===== src/rtl/stack_burst_engine_if.sv =====
// Bundle of CPU-side request/response signals and stack RAM lines for stack_burst_engine.
// The slave modport is the engine's view; the master modport is the CPU/RAM side.
interface stack_burst_engine_if #(
  parameter int DATA_W    = 16,
  parameter int ADDR_W    = 16,
  parameter int MAX_WORDS = 16,
  parameter int CNT_W     = 5
);
  localparam int PW = DATA_W * MAX_WORDS;

  logic              start;
  logic              write_mode;
  logic [ADDR_W-1:0] address;
  logic [CNT_W-1:0]  words;
  logic [PW-1:0]     wdata;
  logic [PW-1:0]     rdata;
  logic              busy;
  logic              done;
  logic              error;
  logic [ADDR_W-1:0] ram_address;
  logic [DATA_W-1:0] ram_data;
  logic              ram_wren;
  logic [DATA_W-1:0] ram_q;

  modport slave (
    input  start, write_mode, address, words, wdata, ram_q,
    output rdata, busy, done, error, ram_address, ram_data, ram_wren
  );

  modport master (
    output start, write_mode, address, words, wdata, ram_q,
    input  rdata, busy, done, error, ram_address, ram_data, ram_wren
  );
endinterface


===== src/rtl/stack_burst_engine.sv =====
// Burst mover between a packed register vector and a single-port stack RAM.
// Owns the RAM address/data/wren lines; spills (write) and fills (read) N words.
module stack_burst_engine #(
  parameter int DATA_W    = 16,
  parameter int ADDR_W    = 16,
  parameter int MAX_WORDS = 16,
  parameter int CNT_W     = 5
) (
  input  logic                 clock,
  input  logic                 reset_n,
  stack_burst_engine_if.slave  bus
);
  localparam int PW    = DATA_W * MAX_WORDS;
  localparam int IDX_W = (MAX_WORDS > 1) ? $clog2(MAX_WORDS) : 1;
  localparam logic [CNT_W-1:0] MAX_CNT = CNT_W'(MAX_WORDS);

  typedef enum logic [2:0] {IDLE, WRITE, READ, DRAIN, FINISH} state_t;

  state_t            state_reg, state_next;
  logic [CNT_W-1:0]  idx_reg, idx_next;
  logic [CNT_W-1:0]  words_reg, words_next;
  logic [ADDR_W-1:0] ram_address_reg, ram_address_next;
  logic [DATA_W-1:0] ram_data_reg, ram_data_next;
  logic              ram_wren_reg, ram_wren_next;
  logic              error_reg, error_next;

  logic              busy_w;
  logic              accept;
  logic              capture;
  logic [CNT_W-1:0]  cap_idx;
  logic [DATA_W-1:0] wword [MAX_WORDS];
  logic [PW-1:0]     rdata_vec;

  assign busy_w  = (state_reg == WRITE) || (state_reg == READ) || (state_reg == DRAIN);
  assign accept  = bus.start && !busy_w;

  // idx_reg counts addresses already presented, so the word arriving on ram_q
  // in the current cycle belongs to the address presented two increments ago.
  assign capture = ((state_reg == READ) && (idx_reg >= CNT_W'(2))) || (state_reg == DRAIN);
  assign cap_idx = idx_reg - CNT_W'(2);

  always_ff @(posedge clock) begin
    if (!reset_n) begin
      state_reg       <= IDLE;
      idx_reg         <= '0;
      words_reg       <= '0;
      ram_address_reg <= '0;
      ram_data_reg    <= '0;
      ram_wren_reg    <= 1'b0;
      error_reg       <= 1'b0;
    end else begin
      state_reg       <= state_next;
      idx_reg         <= idx_next;
      words_reg       <= words_next;
      ram_address_reg <= ram_address_next;
      ram_data_reg    <= ram_data_next;
      ram_wren_reg    <= ram_wren_next;
      error_reg       <= error_next;
    end
  end

  always_comb begin
    state_next       = state_reg;
    idx_next         = idx_reg;
    words_next       = words_reg;
    ram_address_next = ram_address_reg;
    ram_data_next    = ram_data_reg;
    ram_wren_next    = 1'b0;
    error_next       = 1'b0;
    case (state_reg)
      IDLE, FINISH: begin
        state_next = IDLE;
        if (bus.start) begin
          words_next = bus.words;
          if (bus.words == '0) begin
            state_next = FINISH;
          end else if (bus.words > MAX_CNT) begin
            error_next = 1'b1;
          end else begin
            state_next       = bus.write_mode ? WRITE : READ;
            ram_address_next = bus.address;
            ram_data_next    = bus.wdata[PW-1 -: DATA_W];
            ram_wren_next    = bus.write_mode;
            idx_next         = CNT_W'(1);
          end
        end
      end
      WRITE: begin
        if (idx_reg == words_reg) begin
          state_next = FINISH;
        end else begin
          ram_address_next = ram_address_reg + ADDR_W'(1);
          ram_data_next    = wword[idx_reg[IDX_W-1:0]];
          ram_wren_next    = 1'b1;
          idx_next         = idx_reg + CNT_W'(1);
        end
      end
      READ: begin
        idx_next = idx_reg + CNT_W'(1);
        if (idx_reg == words_reg) begin
          state_next = DRAIN;
        end else begin
          ram_address_next = ram_address_reg + ADDR_W'(1);
        end
      end
      DRAIN: begin
        state_next = FINISH;
      end
      default: begin
        state_next = IDLE;
      end
    endcase
  end

  genvar gi;
  generate
    for (gi = 0; gi < MAX_WORDS; gi++) begin : gen_word
      logic [DATA_W-1:0] w_word_reg;
      logic [DATA_W-1:0] r_word_reg;

      always_ff @(posedge clock) begin
        if (accept) begin
          w_word_reg <= bus.wdata[PW-1-gi*DATA_W -: DATA_W];
        end
      end

      // Every accepted request, including rejected and zero-length ones, clears the result.
      always_ff @(posedge clock) begin
        if (!reset_n) begin
          r_word_reg <= '0;
        end else if (accept) begin
          r_word_reg <= '0;
        end else if (capture && (cap_idx == CNT_W'(gi))) begin
          r_word_reg <= bus.ram_q;
        end
      end

      assign wword[gi] = w_word_reg;
      assign rdata_vec[PW-1-gi*DATA_W -: DATA_W] = r_word_reg;
    end
  endgenerate

  assign bus.rdata       = rdata_vec;
  assign bus.busy        = busy_w;
  assign bus.done        = (state_reg == FINISH);
  assign bus.error       = error_reg;
  assign bus.ram_address = ram_address_reg;
  assign bus.ram_data    = ram_data_reg;
  assign bus.ram_wren    = ram_wren_reg;
endmodule


===== src/flat_wrapper.sv =====
// flat-port wrapper written by rule: the top's interface ports become plain ports
module stack_burst_engine_flat 
#(
  parameter int DATA_W    = 16,
  parameter int ADDR_W    = 16,
  parameter int MAX_WORDS = 16,
  parameter int CNT_W     = 5
)
  (clock, reset_n, bus_start, bus_write_mode, bus_address, bus_words, bus_wdata, bus_ram_q, bus_rdata, bus_busy, bus_done, bus_error, bus_ram_address, bus_ram_data, bus_ram_wren);
  stack_burst_engine_if #(.DATA_W(DATA_W), .ADDR_W(ADDR_W), .MAX_WORDS(MAX_WORDS), .CNT_W(CNT_W)) bus_i ();
  input  logic clock;
  input  logic reset_n;
  input wire logic [$bits(bus_i.start)-1:0] bus_start;
  input wire logic [$bits(bus_i.write_mode)-1:0] bus_write_mode;
  input wire logic [$bits(bus_i.address)-1:0] bus_address;
  input wire logic [$bits(bus_i.words)-1:0] bus_words;
  input wire logic [$bits(bus_i.wdata)-1:0] bus_wdata;
  input wire logic [$bits(bus_i.ram_q)-1:0] bus_ram_q;
  output wire logic [$bits(bus_i.rdata)-1:0] bus_rdata;
  output wire logic [$bits(bus_i.busy)-1:0] bus_busy;
  output wire logic [$bits(bus_i.done)-1:0] bus_done;
  output wire logic [$bits(bus_i.error)-1:0] bus_error;
  output wire logic [$bits(bus_i.ram_address)-1:0] bus_ram_address;
  output wire logic [$bits(bus_i.ram_data)-1:0] bus_ram_data;
  output wire logic [$bits(bus_i.ram_wren)-1:0] bus_ram_wren;
  assign bus_i.start = bus_start;
  assign bus_i.write_mode = bus_write_mode;
  assign bus_i.address = bus_address;
  assign bus_i.words = bus_words;
  assign bus_i.wdata = bus_wdata;
  assign bus_i.ram_q = bus_ram_q;
  assign bus_rdata = bus_i.rdata;
  assign bus_busy = bus_i.busy;
  assign bus_done = bus_i.done;
  assign bus_error = bus_i.error;
  assign bus_ram_address = bus_i.ram_address;
  assign bus_ram_data = bus_i.ram_data;
  assign bus_ram_wren = bus_i.ram_wren;
  stack_burst_engine #(.DATA_W(DATA_W), .ADDR_W(ADDR_W), .MAX_WORDS(MAX_WORDS), .CNT_W(CNT_W)) u_core (.clock(clock), .reset_n(reset_n), .bus(bus_i));
endmodule

===== config.mk =====
export PLATFORM = sky130hd
export DESIGN_NAME = stack_burst_engine_flat
export DESIGN_NICKNAME = d
export VERILOG_FILES = /design/src/rtl/stack_burst_engine_if.sv /design/src/rtl/stack_burst_engine.sv /design/src/flat_wrapper.sv
export SDC_FILE = /design/constraint.sdc
export NUM_CORES = 1
export LEC_CHECK = 0
export CAP_MARGIN = 20
export CORE_ASPECT_RATIO = 2
export CORE_MARGIN = 8
export CORE_UTILIZATION = 26
export CTS_CLUSTER_DIAMETER = 200
export CTS_CLUSTER_SIZE = 8
export DETAILED_ROUTE_END_ITERATION = 16
export PLACE_DENSITY = 0.58
export SLEW_MARGIN = 10
export SYNTH_ARGS = -nofsm -noshare
export SYNTH_HDL_FRONTEND = slang
export SYNTH_SLANG_ARGS = --single-unit

===== constraint.sdc =====
create_clock -name clock -period 13.4 [get_ports clock]
set_input_delay 1.34 -clock clock [delete_from_list [all_inputs] [get_ports clock]]
set_output_delay 1.34 -clock clock [all_outputs]
set_load 0.05 [all_outputs]

Word level (Yosys, flattened, before mapping) --
Cells that the tools add are included.
Word-level totals: register bits 559, word-level logic and storage cells 144
Cells by class: $add $sub $neg 3, order comparisons 3, equality and inequality tests 27, multiplexer cells 31, bitwise gates (word level) 4, reductions and logical operators 37
Operators with widths (number):
- two-way mux 16 bit | 10
- binary-select mux 16 bit (select 4 bit) | 1
- one-hot mux 16 bit (2 select lines) | 2
- == test 5 x 4 -> 1 bit, second input constant | 8
- == test 5 x 3 -> 1 bit, second input constant | 4
- two-way mux 5 bit | 4
- logical AND 1 bit | 18
- adder 16 x 1 -> 16 bit, second input constant | 1
- two-way mux 3 bit | 5
- one-hot mux 5 bit (3 select lines) | 1
- AND reduction 5 bit | 3
- inequality test 2 bit, second input constant | 7
- one-hot mux 3 bit (4 select lines) | 1
- == test 5 x 2 -> 1 bit, second input constant | 2
- logical NOT 5 bit | 2
- == test 3 x 2 -> 1 bit, second input constant | 2
- OR reduction 2 bit | 3
- adder 5 x 1 -> 5 bit, second input constant | 1
- == test 5 x 1 -> 1 bit, second input constant | 1
- == test 5 bit | 1
- greater-or-equal comparator 5 x 2 -> 1 bit, second input constant | 1
- greater-or-equal comparator 5 bit, second input constant | 1
- > comparator 5 bit, second input constant | 1
- two-way mux 1 bit | 5
- other kinds (14) | 20

Depth between registers and ports, before layout --
Gate-level depths: netlist of the first run.
depth after elaboration 6, mapped depth 11, gate-level depth less buffers 7

Worst setup path after synthesis of the first run --
OpenSTA, ideal clock, no wires.
path type input to register, start point input bus_start, end point register u_core.gen_word[10].r_word_reg[0], library setup time 0.132 ns, arrival time 13.852 ns, slack -0.585 ns, stages on the path 5, path buffers 2, path through nor2b_1 > nand2b_1 > clkbuf_1 > clkbuf_1 > a21oi_1
Between the ends: cells in the longest elaborated chain, start to end 2
Ends and longest elaborated chain:
- from (decl) | RTL line flat_wrapper.sv:13 | input wire logic [$bits(bus_i.start)-1:0] bus_start;
- logical AND 1 bit | RTL line stack_burst_engine.sv:35 | assign accept = bus.start && !busy_w;
- OR reduction 2 bit (no source line)
- to (signal assigned) | RTL line stack_burst_engine.sv:134 | r_word_reg <= bus.ram_q;
- to (decl) | RTL line stack_burst_engine.sv:119 | logic [DATA_W-1:0] r_word_reg;
No other way between the ends. A chain may end at the register's enable or synchronous reset.

Worst setup path in the final report of the first run --
start point input bus_start, end point register u_core.gen_word[8].r_word_reg[4]
Between the ends: cells in the longest elaborated chain, start to end 2
Ends and longest elaborated chain:
- logical AND 1 bit | RTL line stack_burst_engine.sv:35
- via u_core.accept | RTL line stack_burst_engine.sv:28 | logic accept;
- OR reduction 2 bit (no source line)
- to (signal assigned) | RTL line stack_burst_engine.sv:134
- to (decl) | RTL line stack_burst_engine.sv:119
The timed path passes the listed nets, and every way through them passes these cells.

==> results.md, run 1 <==
* Die area at around 0.10 mm^2
* Least-Margin Pin Slew at 1.121 ns
* Row Count at between 150 and 200
* Clock root cell: clkbuf_16
* CTS tree: yes
* Synth top cells by count: 303 x dfxtp_1, 296 x a21oi_1, 262 x nand4_1, 257 x o31ai_1, 256 x edfxtp_1
* Setup Viol. Count Final at 0
* Antenna violations before repair at 3
* Critical-path cell list: clkdlybuf4s50_1 > nor2b_4 > nand2b_4 > buf_4 > buf_4 > a21oi_1
* Most repeated library cell on the critical path: buf_4
* Number of post-CTS setup repair buffers at 0
* Die Height at about 440 um
* Grt total ovfl at 0
* WP buf/inv at 3
* Max_cap viols at 0
* Flop-to-flop setup slack at 8.77 ns
* Final Hold Viols at 0
* Post-synth EDFFs at ~260
* Layout Nets at 2776
* Worst EP required at between 10 and 15 ns
* First-pass GRT wire length at around 140000 um
* Initial Util at around a quarter
* Ys Warns at 0
* Synth area leaders: edfxtp_1 33%, dfxtp_1 26%, o31ai_1 8.3%
* Placed cells at roughly 3600
* Max VDD drop at between 0.1 and 0.15 mV
* Vias per cell at roughly 5.4
* ANT nets after route at 0
* Slew Limit Fails at 0
* Syn_nets at ~2300
* Num CTS Buffers at slightly below 80
* Cell taking the most area after synthesis: edfxtp_1
* Yosys reg bits at 559
* Setup_tns at 0 ns
* Area grow syn2layout at 37.64%
* TritonRoute pass-1 iters at 7
* CTS resizes at 0
* Area share of the largest cell type after synthesis at about 33%
* Slowest stage cell on the critical path: buf_4
* Hold-fix buffers, CTS at 0
* Port bufs at between 500 and 600
* Worst-path maximum fanout at between 80 and 90
* Core Area at 0.08921 mm^2
* Ports at 589
* Final Core Density at between 30 and 40%
* Synthesized instance count at around 2000
* GRT Overall Usage at between 15 and 20%
* Gpl congestion at 0.8021
* Top delay family on crit path: buffers and inverters
* Ratio of cells with drive above 1 in the final layout at under 10%
* Sink Count at 559
* Finished Layout Cells at 3691
* Final wirelength at 92750 um
* Synth async-reset ratio at 0%
* Pin count of the biggest net entering global routing at 176
* WL per Instance at roughly 25 um
* H-tree depth at 3
* Clock Latency Late Sink at between 0.6 and 0.7 ns
* Top-count cell post-synth: dfxtp_1
* Post-route clock period utilization at between 30% and 40%
* Avg Cell Area, Syn at around 11 um^2
* Clock skew at approximately 0.057 ns
* Hold/Removal Path Class: flip-flop to flip-flop
* Via count at between 20000 and 25000
* Post-synthesis sequential area ratio at 58.89%
* Die X at ~230 um
* Final Critical Period at 5.063 ns
* Leak at slightly below 10 nW
* WS Path Type: input port to flip-flop
* Outcome: completed
* Pwr/cell area at between 100 and 150 mW/mm^2
* Max clock buf depth at 3
* Synth cell types at roughly 70
* WP data arrival at around 5.5 ns
* Primary FF master, synth: dfxtp_1
* RSZ-0062 raised after global routing: no
* Drt initial violations at 2003
* CP Capture Type: flip-flop
* Top achievable clock speed at 0.1975 GHz
* Relative slew slack at 25.28%
* Number of global-route vias before repair at 20450
* Drc violations at 0
* Startpoint types: input port
* Fill cells at 8698
* Mapped Area at between 0.02 and 0.025 mm^2
* Crit-path max cell delay at around 0.88 ns
* Reg clk slew, reported paths at 0.05 ns
* Dpl hpwl at just over 60000 um
* Fin Hold WS at around 0.47 ns
-- placed cells by master (no fill, tap or decap), types with 5 or more instances in the layout --
master           Yosys  routed
a22o_1               7       7
nor3b_1              6       5
xnor2_1              7       7
nor2b_1              6       5
o22ai_1             14      13
a21oi_1            296     295
nand3_1             10      10
and3_1               5       5
a31oi_1              7       7
nand2_1             64      60
nor2_1              34      34
nand2b_1             7       6
and2_1               9       5
o221a_2             11      11
edfxtp_1           256     256
nor3_1               9       9
mux2_2              24      24
a22oi_1             19      19
clkdlybuf4s50_1      0     577
dfxtp_1            303     300
o31ai_1            257     257
o32ai_1              9       9
buf_4                7      35
buf_2               80      11
clkbuf_1           160      35
nand4_1            262     262
clkbuf_16            0      79
mux2i_1             10      10
ha_1                 7       6
clkinv_16            0       5
o21ai_0             20      20
mux4_2              44      44
-- logic make-up (layout without fill, tap and decap cells) --
logic type	count (synthesis)	in the layout	share of synthesized area [%]
compound gates	678	678	18.76
xor+xnor	8	8	0.3322
fa+ha+maj	7	7	0.3750
buf+inv	280	749	5.138
flops	559	559	58.89
mux	78	78	5.829
other cells	0	2	0
simple gates	433	433	10.67
-- final timing paths --
check | startpoint | end | depth (start not counted)
worst max-delay path | bus_start | u_core.gen_word[8].r_word_reg[4] | 6
worst min register to register | u_core.gen_word[11].r_word_reg[13] | u_core.gen_word[11].r_word_reg[13] | 2
worst max register to register | u_core.state_reg[0] | u_core.gen_word[8].r_word_reg[4] | 7
worst min-delay path | u_core.gen_word[11].r_word_reg[13] | u_core.gen_word[11].r_word_reg[13] | 2
-- power by group --
part | internal [W] | switching, W
Clock | 0.00109 | 0.000777
Sequential | 0.00188 | 0.0000375
Combinational | 0.000178 | 0.000281
-- tightest hold or removal path, delay by kind of cell, from the launching register on --
kind,cells,cell delay [ns]
AO/OA/AOI/OAI,2,0.12
flip-flops,1,0.30
-- final cells by class --
cell class,instances,area (um^2),area share (%)
well taps,1177,1473,4.582
diodes,2,5.005,0.01557
multi-input cells,1204,8496,26.43
clock inverters,7,178.9,0.5567
inverters,5,26.28,0.08175
flip-flops and latches,559,13760,42.82
repair buffers,623,6093,18.96
clock buffers,114,2108,6.559
-- layer usage --
layer	routed length [um]	global-route usage (%)
met4	4872	9.692
met5	13	0
met3	8712	6.148
met2	44460	29.65
met1	34700	19.48
-- stage by stage --
stage          power [W]  setup WS (ns)  area [um^2]
4_1_cts         0.004305          8.527        32140
3_3_place_gp    0.002404          7.959        29850
6_report        0.004249          8.337        32140
3_5_place_dp    0.002415          7.817        29850
2_1_floorplan   0.002210          4.285        23350
5_1_grt         0.004393          8.206        32140
(Power assumes the default switching activity.)
==> run 2: changes to the inputs <==
--- a/config.mk
+++ b/config.mk
@@ -12,7 +12,7 @@
 export CTS_CLUSTER_DIAMETER = 200
 export CTS_CLUSTER_SIZE = 8
 export DETAILED_ROUTE_END_ITERATION = 16
-export PLACE_DENSITY = 0.58
+export PLACE_DENSITY = 0.57
 export SLEW_MARGIN = 10
 export SYNTH_ARGS = -nofsm -noshare
 export SYNTH_HDL_FRONTEND = slang
==> constraint.sdc (replaced) <==
create_clock -name clock -period 5.16 [get_ports clock]
set_input_delay 0.516 -clock clock [delete_from_list [all_inputs] [get_ports clock]]
set_output_delay 0.516 -clock clock [all_outputs]
set_load 0.05 [all_outputs]
==> results.md, run 2 (same netlist as run 1, synthesis figures left out) <==
* Clock Latency Late Sink at 0.67 ns
* Slew Limit Fails at 0
* Hold-fix buffers, CTS at 0
* TritonRoute pass-1 iters at 5
* Core Area at 0.08921 mm^2
* Final Hold Viols at 0
* Least-Margin Pin Slew at between 0.9 and 1 ns
* Worst-path maximum fanout at between 40 and 50
* Vias per cell at 5.411
* Drt initial violations at between 1500 and 2000
* Number of post-CTS setup repair buffers at 0
* Post-DP Area at 0.03009 mm^2
* Reg clk slew, reported paths at roughly 0.06 ns
* RSZ-0062 raised after global routing: no
* Antenna violations before repair at 2
* WL per Instance at roughly 26 um
* First-pass GRT wire length at 139400 um
* WP data arrival at between 4 and 5 ns
* Top delay family on crit path: simple AND/OR/NAND/NOR gates
* GRT Overall Usage at about 18%
* CP Capture Type: flip-flop
* Area grow syn2layout at 38.58%
* Gpl congestion at about 0.83
* Port bufs at 588
* Pwr/cell area at 342.6 mW/mm^2
* Row Count at 155
* Post-route clock period utilization at roughly 70%
* Max VDD drop at 0.2554 mV
* Num CTS Buffers at 79
* Commonest non-fill, non-tap cell in the layout: clkdlybuf4s50_1
* CTS tree: yes
* Crit path from: u_core.idx_reg[1]
* Most frequent cells in the layout: 585 x clkdlybuf4s50_1, 298 x dfxtp_1, 296 x a21oi_1, 262 x nand4_1, 257 x o31ai_1
* Via count at between 20000 and 25000
* Die X at 227.9 um
* Drc violations at 0
* Critical R2R Launch: u_core.idx_reg[1]
* Die Height at between 400 and 500 um
* Sink Count at 559
* Ports at around 590
* Hold_sp: reset_n
* ANT nets after route at 0
* Max clock buf depth at 3
* Relative slew slack at 33.47%
* Leak at a little under 10 nW
* Slowest stage cell on the critical path: and2_2
* Setup Viol. Count Final at 0
* Layout Nets at about 2800
* Critical-path cell list: inv_1 > ha_4 > nor2b_1 > a31oi_2 > and2_2 > buf_4 > nand4_1 > a21oi_1
* Hold/Removal Path Class: input port to flip-flop
* Crit-path max cell delay at 0.86 ns
* Ratio of cells with drive above 1 in the final layout at 9.758%
* Final wirelength at 95470 um
* Startpoint types: flip-flop
* WS Path Type: flip-flop to flip-flop
* CTS resizes at 0
* Die area at 0.1002 mm^2
* Outcome: completed
* WP buf/inv at 2
* Max_cap viols at 0
* Initial Util at between 20% and 30%
* Total power at ~0.011 W
* Design Area, Final at approximately 0.032 mm^2
* Placed cells at around 3600
* Clock root cell: clkbuf_16
* Number of global-route vias before repair at a little over 20000
* Top achievable clock speed at 0.2686 GHz
* Finished Layout Cells at 3699
* Dpl hpwl at approximately 64000 um
* Pin count of the biggest net entering global routing at 186
* Final Critical Period at 3.723 ns
* Setup_tns at 0 ns
* Clock skew at ~0.025 ns
* H-tree depth at 3
* Worst EP required at between 5 and 6 ns
* Grt total ovfl at 0
## run 2: final cells by class
type                            instances  area, um^2
Tap cell                             1177        1473
Timing Repair Buffer                  631        6319
Clock buffer                          116        2116
Antenna cell                            1       2.502
Inverter                                5       26.28
Clock inverter                          6       152.6
Sequential cell                       559       13760
Multi-Input combinational cell       1204        8508
Fill cell                            8709       56850
## run 2: tightest hold or removal path: cells and delay by family
family | cells | cell delay (ns)
and+or+nand+nor | 1 | 0.09
AOI/OAI and AO/OA | 1 | 0.06
buffers and inverters | 1 | 0.17
## run 2: per-layer routing
layer / GRT usage (%) / routed length (um) / up-vias
met1: 20.67 / 36710 / 9780
met5: 0 / 13 / -
li1: - / - / 8916
met4: 9.941 / 4569 / 2
met3: 5.730 / 8466 / 200
met2: 30.26 / 45720 / 1117
## run 2: final timing paths
kind	endpoint	slack (ns)	cells after the start
max	u_core.gen_word[3].r_word_reg[11]	1.44	8
min	u_core.bus.ram_data[13]	0.23	3
max reg2reg	u_core.gen_word[3].r_word_reg[11]	1.44	8
min reg2reg	u_core.gen_word[5].r_word_reg[10]	0.46	2
## run 2: report_power, final
| part | total, W | internal, W | switching, W |
|---|---|---|---|
| Combinational | 0.00122 | 0.000480 | 0.000740 |
| Clock | 0.00487 | 0.00283 | 0.00204 |
| Sequential | 0.00500 | 0.00489 | 0.000106 |
## run 2: per-stage QoR
step | hold WS (ns) | util (%) | setup WS, ns
4_1_cts | 0.1587 | 36.27 | 1.393
5_1_grt | 0.2037 | 36.27 | 1.139
2_1_floorplan | 0.4496 | - | -0.1329
6_report | 0.2271 | 36.27 | 1.437
3_5_place_dp | 0.4602 | 33.73 | 1.421
3_3_place_gp | 0.4542 | 33.72 | 1.499
==> variant: new RTL, flow settings as in run 2 <==
Reset style: asynchronous (`reset_n`), changed in 2 clocked blocks.
--- a/src/rtl/stack_burst_engine.sv
+++ b/src/rtl/stack_burst_engine.sv
@@ -39,7 +39,7 @@
   assign capture = ((state_reg == READ) && (idx_reg >= CNT_W'(2))) || (state_reg == DRAIN);
   assign cap_idx = idx_reg - CNT_W'(2);
 
-  always_ff @(posedge clock) begin
+  always_ff @(posedge clock or negedge reset_n) begin
     if (!reset_n) begin
       state_reg       <= IDLE;
       idx_reg         <= '0;
@@ -125,7 +125,7 @@
       end
 
       // Every accepted request, including rejected and zero-length ones, clears the result.
-      always_ff @(posedge clock) begin
+      always_ff @(posedge clock or negedge reset_n) begin
         if (!reset_n) begin
           r_word_reg <= '0;
         end else if (accept) begin
Formal check against the unedited RTL: differs if reset_n is asserted again (counterexample within 4 cycles, from zero or initial values and one cycle with reset_n low); with reset_n held inactive, the same outputs for 4 cycles.
==> variant against run 2 <==
- sequential share of layout area grew 6.2 points
- worst setup slack better by 540 ps
- synthesized area down 6.3%
- hold slack better by 190 ps
- synthesized cell count down 22%
- highest routed layer unchanged
- wire length fell by 14%
- die area decreased by 5.9%
- cell area down 3.2%
- sequential cell count did not move
- final cell count down 11%
Power is not compared: it rests on default switching activity, and its combinational part moved more than twofold at a synthesized area within 25%.
==> variant: results (changes against run 2) <==
PATH_MAX_FANOUT=15  # -63%
R2R_SLACK_PS=1980  # +540 ps
MULTI_INPUT_COMB_AREA_UM2=6116  # -28%
DETAIL_ROUTE.WIRELENGTH_UM=82120  # -14%
GRTUSAGEMET1_PCT=18.74  # -1.9 points
SYNTH-MAIN-FF-CELL='sky130_fd_sc_hd__dfrtp_1'
SYNTH_TOP_CELLS_BY_COUNT='sky130_fd_sc_hd__dfrtp_1 (303), sky130_fd_sc_hd__nand3_1 (271), sky130_fd_sc_hd__edfxtp_1 (256)'
YOSYSUNIQUECELLTYPES=62  # -10%
COUNT_OF_INSERTED_ANTENNA_DIODE_CELLS=5  # +4
POST-DP-HPWL_UM=58940  # -8.2%
WORST_R2R_DST='u_core.bus.ram_data[10]'
CRIT_FAMILY='compound AO/OA/AOI/OAI gates'
FINALNETCOUNT=2480  # -11%
NUMBER_OF_PLACED_INSTANCES_WITH_TAPS_INCLUDED=3155  # -12%
DPL-INSTANCE-AREA_UM2=28990  # -3.7%
FINAL_CELL_COUNT_NO_FILL=3291  # -11%
GRT_FIRST_PASS_WIRELENGTH_UM=119500  # -14%
NUMBER_OF_CLOCK_BUFFERS_IN_THE_LAYOUT=120  # +3.4%
CLOCK-SKEW-FINAL_PS=20.82  # -4.615 ps
CRITICAL_PATH.SLOWEST_CELL='sky130_fd_sc_hd__or3b_1'
DRT-VIAS-PER-INSTANCE=4.876  # -9.9%
HOLD_START='bus_wdata[201]'
PRE_CTS_SETUP_SLACK_PS=1823  # +402.4 ps
SEQ_AREA_SHARE_PCT=48.78  # +6.2 points
FILLER_CELL_COUNT=8002  # -8.1%
ASYNC_SR_FLOP_FRACTION_PCT=54.20  # +54 points
HOLD-PATH-ENDPOINT='u_core.gen_word[3].w_word_reg[9]'
FMAX_MHz=314.4  # +17%
STATUS='completed'
REG2REGPATHDEPTH=6  # -2
PLACE_CONGESTION=0.7741  # -6.2%
POSTSYNTHCELLCOUNT=1600  # -22%
MIN_PATH_CELLS=1  # -2
CP-STARTPOINT='u_core.state_reg[2]'
SYNTHESIS.AREA_UM2=21890  # -6.3%
CLK-INSERTION-DELAY-LATE_PS=650  # -20 ps
HOLD_WS_PS=418.3  # +191.3 ps
NUMBER_OF_DRC_MARKERS_AFTER_THE_INITIAL_DETAILED_ROUTE_ITERATION=1226  # -38%
POST_CTS_HOLD_BUFFER_COUNT=1  # +1
SIGNAL_BUFFERS=629  # -0.32%
YS_SEQ_AREA_SHARE_PCT=69.76  # +11 points
GRT_START_MAX_NET_PINS=177  # -4.8%
NON_CLOCK_INVERTER_COUNT=9  # +4
CP_DATA_ARRIVAL_TIME_PS=3720  # -570 ps
NMULTIINPUTCOMBCELLS=898  # -25%
ANTENNA_FOUND_INITIAL=20  # +18
CPPEAKSTAGEDELAY_PS=840  # -20 ps
==> variant: changes by cell type in the layout (fill, tap and decap cells not counted), moves of 222 or more <==
cell and change:
sky130_fd_sc_hd__nand3_1 +261, sky130_fd_sc_hd__o31ai_1 -252, sky130_fd_sc_hd__a21oi_1 -273, sky130_fd_sc_hd__dfrtp_1 +301, sky130_fd_sc_hd__o21ai_0 +222, sky130_fd_sc_hd__dfxtp_1 -298
sky130_fd_sc_hd__nand4_1 -259
==> variant: cells by family after synthesis <==
kind of cell | after synthesis | synth area share [%]
flip-flops | 559 | 69.76
AND/OR/NAND/NOR | 401 | 9.146
AO/OA/AOI/OAI | 392 | 10.35
buffers and inverters | 143 | 2.801
multiplexers | 92 | 7.305
adder cells (fa/ha/maj) | 7 | 0.4001
XOR/XNOR | 6 | 0.2401
==> variant: per-layer routing <==
metal / vias up / part of all wire, %
met5: - / 0.15
met1: 7884 / 38
met4: 18 / 3.5
li1: 7196 / -
met2: 794 / 49
met3: 154 / 9.5
